`config.mk`:
```
export PLATFORM = sky130hd
export DESIGN_NAME = flash_boot_loader
export DESIGN_NICKNAME = d
export VERILOG_FILES = /design/src/rtl/flash_boot_loader.sv
export SDC_FILE = /design/constraint.sdc
export NUM_CORES = 1
export LEC_CHECK = 0
export CAP_MARGIN = 20
export CELL_PAD_IN_SITES_DETAIL_PLACEMENT = 0
export CELL_PAD_IN_SITES_GLOBAL_PLACEMENT = 1
export CORE_MARGIN = 8
export CORE_UTILIZATION = 40
export DETAILED_ROUTE_END_ITERATION = 7
export GPL_TIMING_DRIVEN = 0
export PLACE_DENSITY = 0.88
export SLEW_MARGIN = 15
export SYNTH_ARGS = -nofsm -noshare
export SYNTH_HDL_FRONTEND = slang
export SYNTH_SLANG_ARGS = --single-unit
```
`constraint.sdc`:
```
create_clock -name clk -period 4.2 [get_ports clk]
set_input_delay 1.05 -clock clk [delete_from_list [all_inputs] [get_ports clk]]
set_output_delay 1.05 -clock clk [all_outputs]
set_load 0.01 [all_outputs]
```
`src/rtl/flash_boot_loader.sv`:
```
// rtl/flash_boot_loader.sv - loads a flash boot image (header + payload) into RAM and releases the CPU
module flash_boot_loader #(
    parameter logic [23:0] IMAGE_ADDRESS  = 24'h100000,
    parameter logic [15:0] MAGIC          = 16'hB007,
    parameter int          MAX_WORDS      = 4096,
    parameter int          TIMEOUT_CYCLES = 1000000
) (
    input  logic        clk,
    input  logic        n_reset,
    input  logic        reboot,
    output logic        rd_start,
    output logic [23:0] rd_address,
    output logic [23:0] rd_word_count,
    input  logic        rd_strobe,
    input  logic [31:0] rd_data,
    input  logic        rd_done,
    output logic        mem_we,
    output logic [15:0] mem_addr,
    output logic [31:0] mem_wdata,
    output logic        cpu_n_reset,
    output logic        boot_done,
    output logic [1:0]  boot_error
);

    typedef enum logic [3:0] {
        IDLE,
        HDR_REQ,
        HDR_WAIT,
        HDR_REL,
        CHECK,
        PAY_REQ,
        PAY_WAIT,
        PAY_REL,
        RUN,
        ERROR
    } state_t;

    localparam logic [23:0] PAY_ADDRESS  = IMAGE_ADDRESS + 24'd4;
    localparam logic [31:0] TIMEOUT_LAST = 32'(TIMEOUT_CYCLES - 1);
    localparam logic [31:0] MAX_WORDS_W  = 32'(MAX_WORDS);

    state_t      state;
    state_t      state_next;
    logic [31:0] header;
    logic [15:0] word_idx;
    logic [31:0] timer;
    logic [1:0]  err_code;
    logic        err_load;
    logic [1:0]  err_val;

    logic [15:0] n_words;
    logic        timer_expired;
    logic        n_bad;

    assign n_words       = header[15:0];
    assign timer_expired = (timer == TIMEOUT_LAST);
    assign n_bad         = (n_words == 16'd0) || ({16'd0, n_words} > MAX_WORDS_W);

    // State register
    always_ff @(posedge clk or negedge n_reset) begin
        if (!n_reset) begin
            state <= IDLE;
        end else begin
            state <= state_next;
        end
    end

    // Next-state logic and state-decoded outputs; rd_start is purely a function
    // of state so it drops the same cycle ERROR/REL is entered or reset hits
    always_comb begin
        state_next    = state;
        err_load      = 1'b0;
        err_val       = 2'd0;
        rd_start      = 1'b0;
        rd_address    = 24'd0;
        rd_word_count = 24'd0;
        cpu_n_reset   = 1'b0;
        boot_done     = 1'b0;
        boot_error    = 2'd0;
        case (state)
            IDLE: begin
                state_next = HDR_REQ;
            end
            HDR_REQ: begin
                rd_start      = 1'b1;
                rd_address    = IMAGE_ADDRESS;
                rd_word_count = 24'd1;
                state_next    = HDR_WAIT;
            end
            HDR_WAIT: begin
                rd_start      = 1'b1;
                rd_address    = IMAGE_ADDRESS;
                rd_word_count = 24'd1;
                if (rd_done) begin
                    state_next = HDR_REL;
                end else if (timer_expired) begin
                    state_next = ERROR;
                    err_load   = 1'b1;
                    err_val    = 2'd3;
                end
            end
            HDR_REL: begin
                if (!rd_done) begin
                    state_next = CHECK;
                end
            end
            CHECK: begin
                if (header[31:16] != MAGIC) begin
                    state_next = ERROR;
                    err_load   = 1'b1;
                    err_val    = 2'd1;
                end else if (n_bad) begin
                    state_next = ERROR;
                    err_load   = 1'b1;
                    err_val    = 2'd2;
                end else begin
                    state_next = PAY_REQ;
                end
            end
            PAY_REQ: begin
                rd_start      = 1'b1;
                rd_address    = PAY_ADDRESS;
                rd_word_count = {8'd0, n_words};
                state_next    = PAY_WAIT;
            end
            PAY_WAIT: begin
                rd_start      = 1'b1;
                rd_address    = PAY_ADDRESS;
                rd_word_count = {8'd0, n_words};
                if (rd_done) begin
                    state_next = PAY_REL;
                end else if (timer_expired) begin
                    state_next = ERROR;
                    err_load   = 1'b1;
                    err_val    = 2'd3;
                end
            end
            PAY_REL: begin
                if (!rd_done) begin
                    if (word_idx == n_words) begin
                        state_next = RUN;
                    end else begin
                        state_next = ERROR;
                        err_load   = 1'b1;
                        err_val    = 2'd3;
                    end
                end
            end
            RUN: begin
                cpu_n_reset = 1'b1;
                boot_done   = 1'b1;
                if (reboot) begin
                    state_next = IDLE;
                end
            end
            ERROR: begin
                boot_error = err_code;
                if (reboot) begin
                    state_next = IDLE;
                end
            end
            default: begin
                state_next = IDLE;
            end
        endcase
    end

    // Datapath: header capture, payload write port, word index, timeout timer, error code
    always_ff @(posedge clk or negedge n_reset) begin
        if (!n_reset) begin
            header    <= 32'd0;
            word_idx  <= 16'd0;
            timer     <= 32'd0;
            err_code  <= 2'd0;
            mem_we    <= 1'b0;
            mem_addr  <= 16'd0;
            mem_wdata <= 32'd0;
        end else begin
            mem_we <= 1'b0;

            if (state == HDR_REQ || state == PAY_REQ) begin
                timer <= 32'd0;
            end else if (state == HDR_WAIT || state == PAY_WAIT) begin
                timer <= timer + 32'd1;
            end

            if (state == HDR_WAIT && rd_strobe) begin
                header <= rd_data;
            end

            if (state == IDLE || state_next == IDLE) begin
                word_idx <= 16'd0;
            end else if (state == PAY_WAIT && rd_strobe) begin
                mem_we    <= 1'b1;
                mem_wdata <= rd_data;
                mem_addr  <= word_idx;
                word_idx  <= word_idx + 16'd1;
            end

            if (err_load) begin
                err_code <= err_val;
            end else if (state_next == IDLE) begin
                err_code <= 2'd0;
            end
        end
    end

endmodule

```
# ---- After elaboration in Yosys (flattened, before gate mapping)
# Cells that the tools add are included.
dict set report word_totals {
  reg_bits 135
  in_bits 37
  output_inout_bits 102
  wordCells 79
}
dict set report classes {
  n_addsub 2
  magnitude_cmp 1
  n_eq_ne 12
  n_mux 37
  bitwise_logic 1
  n_reduce_logical 18
}
# cell n
set op_table {}
lappend op_table {{32-bit two-way mux} 2}
lappend op_table {{21-bit one-hot mux with 2 select lines} 1}
lappend op_table {{4-bit one-hot mux with 9 select lines} 1}
lappend op_table {{32-bit by 1-bit adder with 32-bit output, second input constant} 1}
lappend op_table {{32-bit by 20-bit == test with 1-bit output, second input constant} 1}
lappend op_table {{16-bit two-way mux} 2}
lappend op_table {{4-bit two-way mux} 8}
lappend op_table {{16-bit one-hot mux with 2 select lines} 1}
lappend op_table {{2-bit two-way mux} 9}
lappend op_table {{16-bit by 1-bit adder with 16-bit output, second input constant} 1}
lappend op_table {{16-bit == test} 1}
lappend op_table {{4-bit by 3-bit == test with 1-bit output, second input constant} 4}
lappend op_table {{16-bit by 13-bit > comparator with 1-bit output, second input constant} 1}
lappend op_table {{16-bit logical NOT} 1}
lappend op_table {{16-bit inequality test, second input constant} 1}
lappend op_table {{1-bit two-way mux} 11}
lappend op_table {{4-bit by 2-bit == test with 1-bit output, second input constant} 2}
lappend op_table {{4-bit == test, second input constant} 2}
lappend op_table {{4-bit logical NOT} 2}
lappend op_table {{2-bit OR reduction} 4}
lappend op_table {{2-bit one-hot mux with 3 select lines} 1}
lappend op_table {{2-bit nonzero test} 3}
lappend op_table {{4-bit by 1-bit == test with 1-bit output, second input constant} 1}
lappend op_table {{1-bit logical OR} 4}
lappend op_table {{5 further kinds} 6}

# ---- Longest topological paths before layout
dict set report depth {
  word_depth 9
  depth_mapped 9
  depth_no_buf 7
}

# ---- Worst setup path before layout
# No wires, ideal clock.
dict set report synth_path {
  path_kind {flip-flop to output port}
  start {register state[0]}
  end {output port rd_word_count[10]}
  t_arrival_ns 1.633
  required_time_ns 3.150
  setup_slack_ns 1.517
  stages_incl_launch_ff 7
  path_buffers 2
  cell_sequence {dfrtp_1 > buf_2 > nor3b_4 > nor2_1 > inv_1 > clkbuf_1 > and3_1}
}
dict set report synth_via {
  elab_chain_len 3
  elab_cells_between_ends 7
  cone_classes {eq/ne: 4; mux: 1; reduce/logical: 2}
}
# item line
set synth_lines {}
lappend synth_lines {{start, declared} 42} ;# state_t state;
lappend synth_lines {{start signal, assigned} 64} ;# state <= state_next;
lappend synth_lines {{4-bit by 3-bit == test with 1-bit output (tied with other cells)} 80} ;# case (state)
lappend synth_lines {{2-bit OR reduction (no line)} n/a}
lappend synth_lines {{16-bit one-hot mux with 2 select lines *} 80}
lappend synth_lines {{end, declared} 13} ;# output logic [23:0] rd_word_count,
# Every way passes the cells marked *; elsewhere a longest branch is shown, timed or not.

# ---- Worst setup path in the final report
dict set report layout_path {
  start {register state[0]}
  end {output port rd_word_count[8]}
}
# The elaborated chain is that of the path after synthesis.

==> summary.md <==
| Metric | Value |
|---|---|
| Status | finished clean |
| YS warnings | 0 |
| Max capacitance violation total | 0 |
| CTS tree | built |
| Area of the multi-input gates | 0.00286 sq mm |
| Relative slew slack | 0.533 |
| Post-CTS setup buffers | 0 |
| Cell-internal power | 3.40 mW |
| Crit Path Category | flop to output pin |
| Std-Cell Rows | 46 |
| Top post-synthesis cells by area | dfrtp_1 52%, nand2_1 9.9%, mux2_2 5.4%, xnor2_1 4.0%, buf_4 3.7% |
| Number of distinct library cells after synthesis | 58 |
| DR WL/cell | 16.4 um |
| Overall die width | 144 um |
| Clk Latency, worst-skew pair | 0.43 ns |
| #FFs+latches synth | ~140 |
| Static Leakage | ~4.0 nW |
| PnR worst setup slack | 0.342 ns |
| Worst hold-check path type | flop to flop |
| Worst Path Required | 3.15 ns |
| Clock buffer depth | 2 |
| Starting density of the core | 0.409 |
| Top-count cell post-synth | nand2_1 |
| Grt total ovfl | 0 |
| Setup crit end kind | output pin |
| EDFF count, synth | 0 |
| VDD IR max | 0.394 mV |
| Iteration-0 DRC Markers | 351 |
| Util after Layout | 0.537 |
| Sequential Power Share | 0.380 |
| Final worst path period need | 3.86 ns |
| Final Cycle Share | 0.919 |
| Top-area cell type share of the netlist area | 0.519 |
| Placed wire-length estimate | 12,600 um |
| Reg clk slew, reported paths | about 0.05 ns |
| PostCTS Resize Cnt | 0 |
| Dpl ws | 0.540 ns |
| Average size of a mapped cell | a little under 10 sq um |
| ANT cells | 0 |
| GRT Overall Usage | 0.173 |
| CP arrival | 2.81 ns |
| Crit-path cells | buf_2 > nor3b_4 > nor2_1 > inv_1 > and3_1 > clkdlybuf4s50_1 |
| Core area | 0.0159 sq mm |
| Storage cell area | 0.00338 sq mm |
| Antenna Nets Post-Route | 0 |
| Final setup fails | 0 |
| Final Max Slew Viols | 0 |
| Ys async rst share | 1.00 |
| Cell area after synthesis | 0.00650 sq mm |
| Nets | 856 |
| Die height | 144 um |
| Fmax achieved | 0.259 GHz |
| Clock skew | 0.0120 ns |
| Synth Flop Type | dfrtp_1 |
| Switch share | 0.334 |
| Worst-Margin Slew | 0.690 ns |
| Worst path max stage delay | roughly 0.57 ns |
| Clock Tree Root | clkbuf_16 |
| Pwr Total | 5.11 mW |
| IO Count | between 100 and 150 |
| Die area | 0.0206 sq mm |
| RSZ-0062 raised after global routing | no |
| Logic pwr share | 0.353 |
| Switching power total | roughly 1.7 mW |
| TritonCTS Sinks | 135 |
| Worst-path maximum fanout | 17 |
| DR pass1 iterations | 4 |
| Vias in the first global route | 5,233 |
| FILL cells | between 1,000 and 1,500 |
| CTS Buf Count | 17 |
| Hold Buf Count CTS | 0 |
| DRC | 0 |
| Final wirelength | 17,100 um |
| Port Buffer Count | between 100 and 150 |
| Cells after Synth | 661 |
| Area grow syn2layout | 31.2% |
| Cell taking the most area after synthesis | dfrtp_1 |
| Final Hold Viols | 0 |
| Seq/Total Area, Yosys | 0.519 |
| Via count | 5,056 |
| Routability cong. | 0.821 |
| Setup crit start kind | flop |
| Initial antenna violation count | 0 |
| Final Non-Filler Cells | 1,044 |
| Slowest stage cell on the critical path | clkdlybuf4s50_1 |
| Number of H-tree levels | 4 |
| First-pass GRT wire length | approximately 28,000 um |
| Vias per cell | between 4 and 5 |
| Pwr per Cell Area | 598 mW/mm^2 |
| Layout cells sized above 1 | 0.136 |
| Inst Count DP | 1,015 |
| Clock share of power | 0.266 |
| Commonest cells in the netlist | 172 x nand2_1, 135 x dfrtp_1, 46 x nor2_1 |
| Largest net degree at the start of global routing | 76 |
-- sequential cells by signal, summed over array words and instances (netlist names) --
register / count
state: 4
mem_addr: 16
word_idx: 16
header: 32
mem_we: 1
mem_wdata: 32
timer: 32
err_code: 2
-- cells by family (layout without fill, tap and decap cells) --
family                   after synthesis  after routing  share of synthesized area
buffers and inverters                 64            202                     0.0592
multiplexers                          31             31                     0.0537
XOR/XNOR                              52             52                     0.0700
other                                  1             30                   0.000576
AO/OA/AOI/OAI                         42             42                     0.0415
AND/OR/NAND/NOR                      334            334                      0.252
adder cells (fa/ha/maj)                2              2                    0.00385
flip-flops                           135            135                      0.519
-- worst max-delay path, delay by kind of cell, from the launching register on --
kind,cells,cell delay (ns)
buf+inv,3,1.15
flops,1,0.39
simple gates,3,0.84
-- per-stage QoR --
step	cell area, sq um	TNS, ns	hold slack (ns)
floorplan	6610	0	0.472
CTS	8540	0	0.476
global route	8540	0	0.489
global placement	7970	-456.39	0.456
detailed placement	8000	0	0.461
finish	8540	0	0.467
-- power groups by stage --
stage	sequential, mW	combinational [mW]	clock (mW)
after global routing	1.99	1.98	1.44
after detailed placement	1.95	1.81	0
after global placement	1.95	1.80	0
after floorplan	1.96	0.960	0
final	1.94	1.80	1.36
after CTS	1.94	1.82	1.39
-- cell type report --
cell class,instances,area share
repair buffers,109,0.130
plain buffers,56,0.0416
flip-flops and latches,135,0.396
clock inverters,3,0.00176
clock buffers,27,0.0613
well taps,216,0.0317
multi-input cells,491,0.334
inverters,7,0.00308
-- routing by layer --
| layer | up-vias | track usage | part of all wire |
|---|---|---|---|
| li1 | 2484 | - | - |
| met1 | 2416 | 0.221 | 0.45 |
| met4 | 0 | 0.0653 | 0.014 |
| met5 | - | 0 | 0 |
| met3 | 19 | 0.0763 | 0.094 |
| met2 | 137 | 0.254 | 0.44 |
-- layout by cell type (no fill, tap or decap), drive strengths merged, types with 2 or more instances in the layout --
| master | Yosys | layout |
|---|---|---|
| a21oi | 13 | 13 |
| a311oi | 2 | 2 |
| a31oi | 2 | 2 |
| and2 | 4 | 4 |
| and3 | 31 | 31 |
| and4 | 6 | 6 |
| buf | 44 | 46 |
| clkbuf | 13 | 39 |
| clkdlybuf4s50 | 0 | 107 |
| clkinv | 0 | 3 |
| conb | 1 | 30 |
| dfrtp | 135 | 135 |
| ha | 2 | 2 |
| inv | 7 | 7 |
| mux2 | 31 | 31 |
| nand2 | 172 | 172 |
| nand3 | 13 | 13 |
| nand3b | 2 | 2 |
| nand4 | 15 | 15 |
| nor2 | 46 | 46 |
| nor2b | 6 | 6 |
| nor3 | 5 | 5 |
| nor3b | 4 | 4 |
| nor4 | 11 | 11 |
| nor4b | 5 | 5 |
| nor4bb | 2 | 2 |
| o21a | 3 | 3 |
| o21ai | 10 | 10 |
| o311ai | 2 | 2 |
| or3 | 6 | 6 |
| or3b | 3 | 3 |
| xnor2 | 30 | 30 |
| xor2 | 22 | 22 |
-- path summary, 6_finish.rpt --
kind | from | endpoint | slack, ns | cells past startpoint
worst max-delay path | state[0] | rd_word_count[8] | 0.34 | 6
worst min-delay path | mem_wdata[16] | mem_wdata[16] | 0.47 | 2
worst max register to register | state[0] | word_idx[14] | 1.82 | 8
worst min register to register | mem_wdata[16] | mem_wdata[16] | 0.47 | 2
max in group asynchronous | n_reset | word_idx[10] | 2.91 | 2
min in group asynchronous | n_reset | timer[15] | 0.56 | 1
Note: power is estimated with default switching activity, not from simulation.
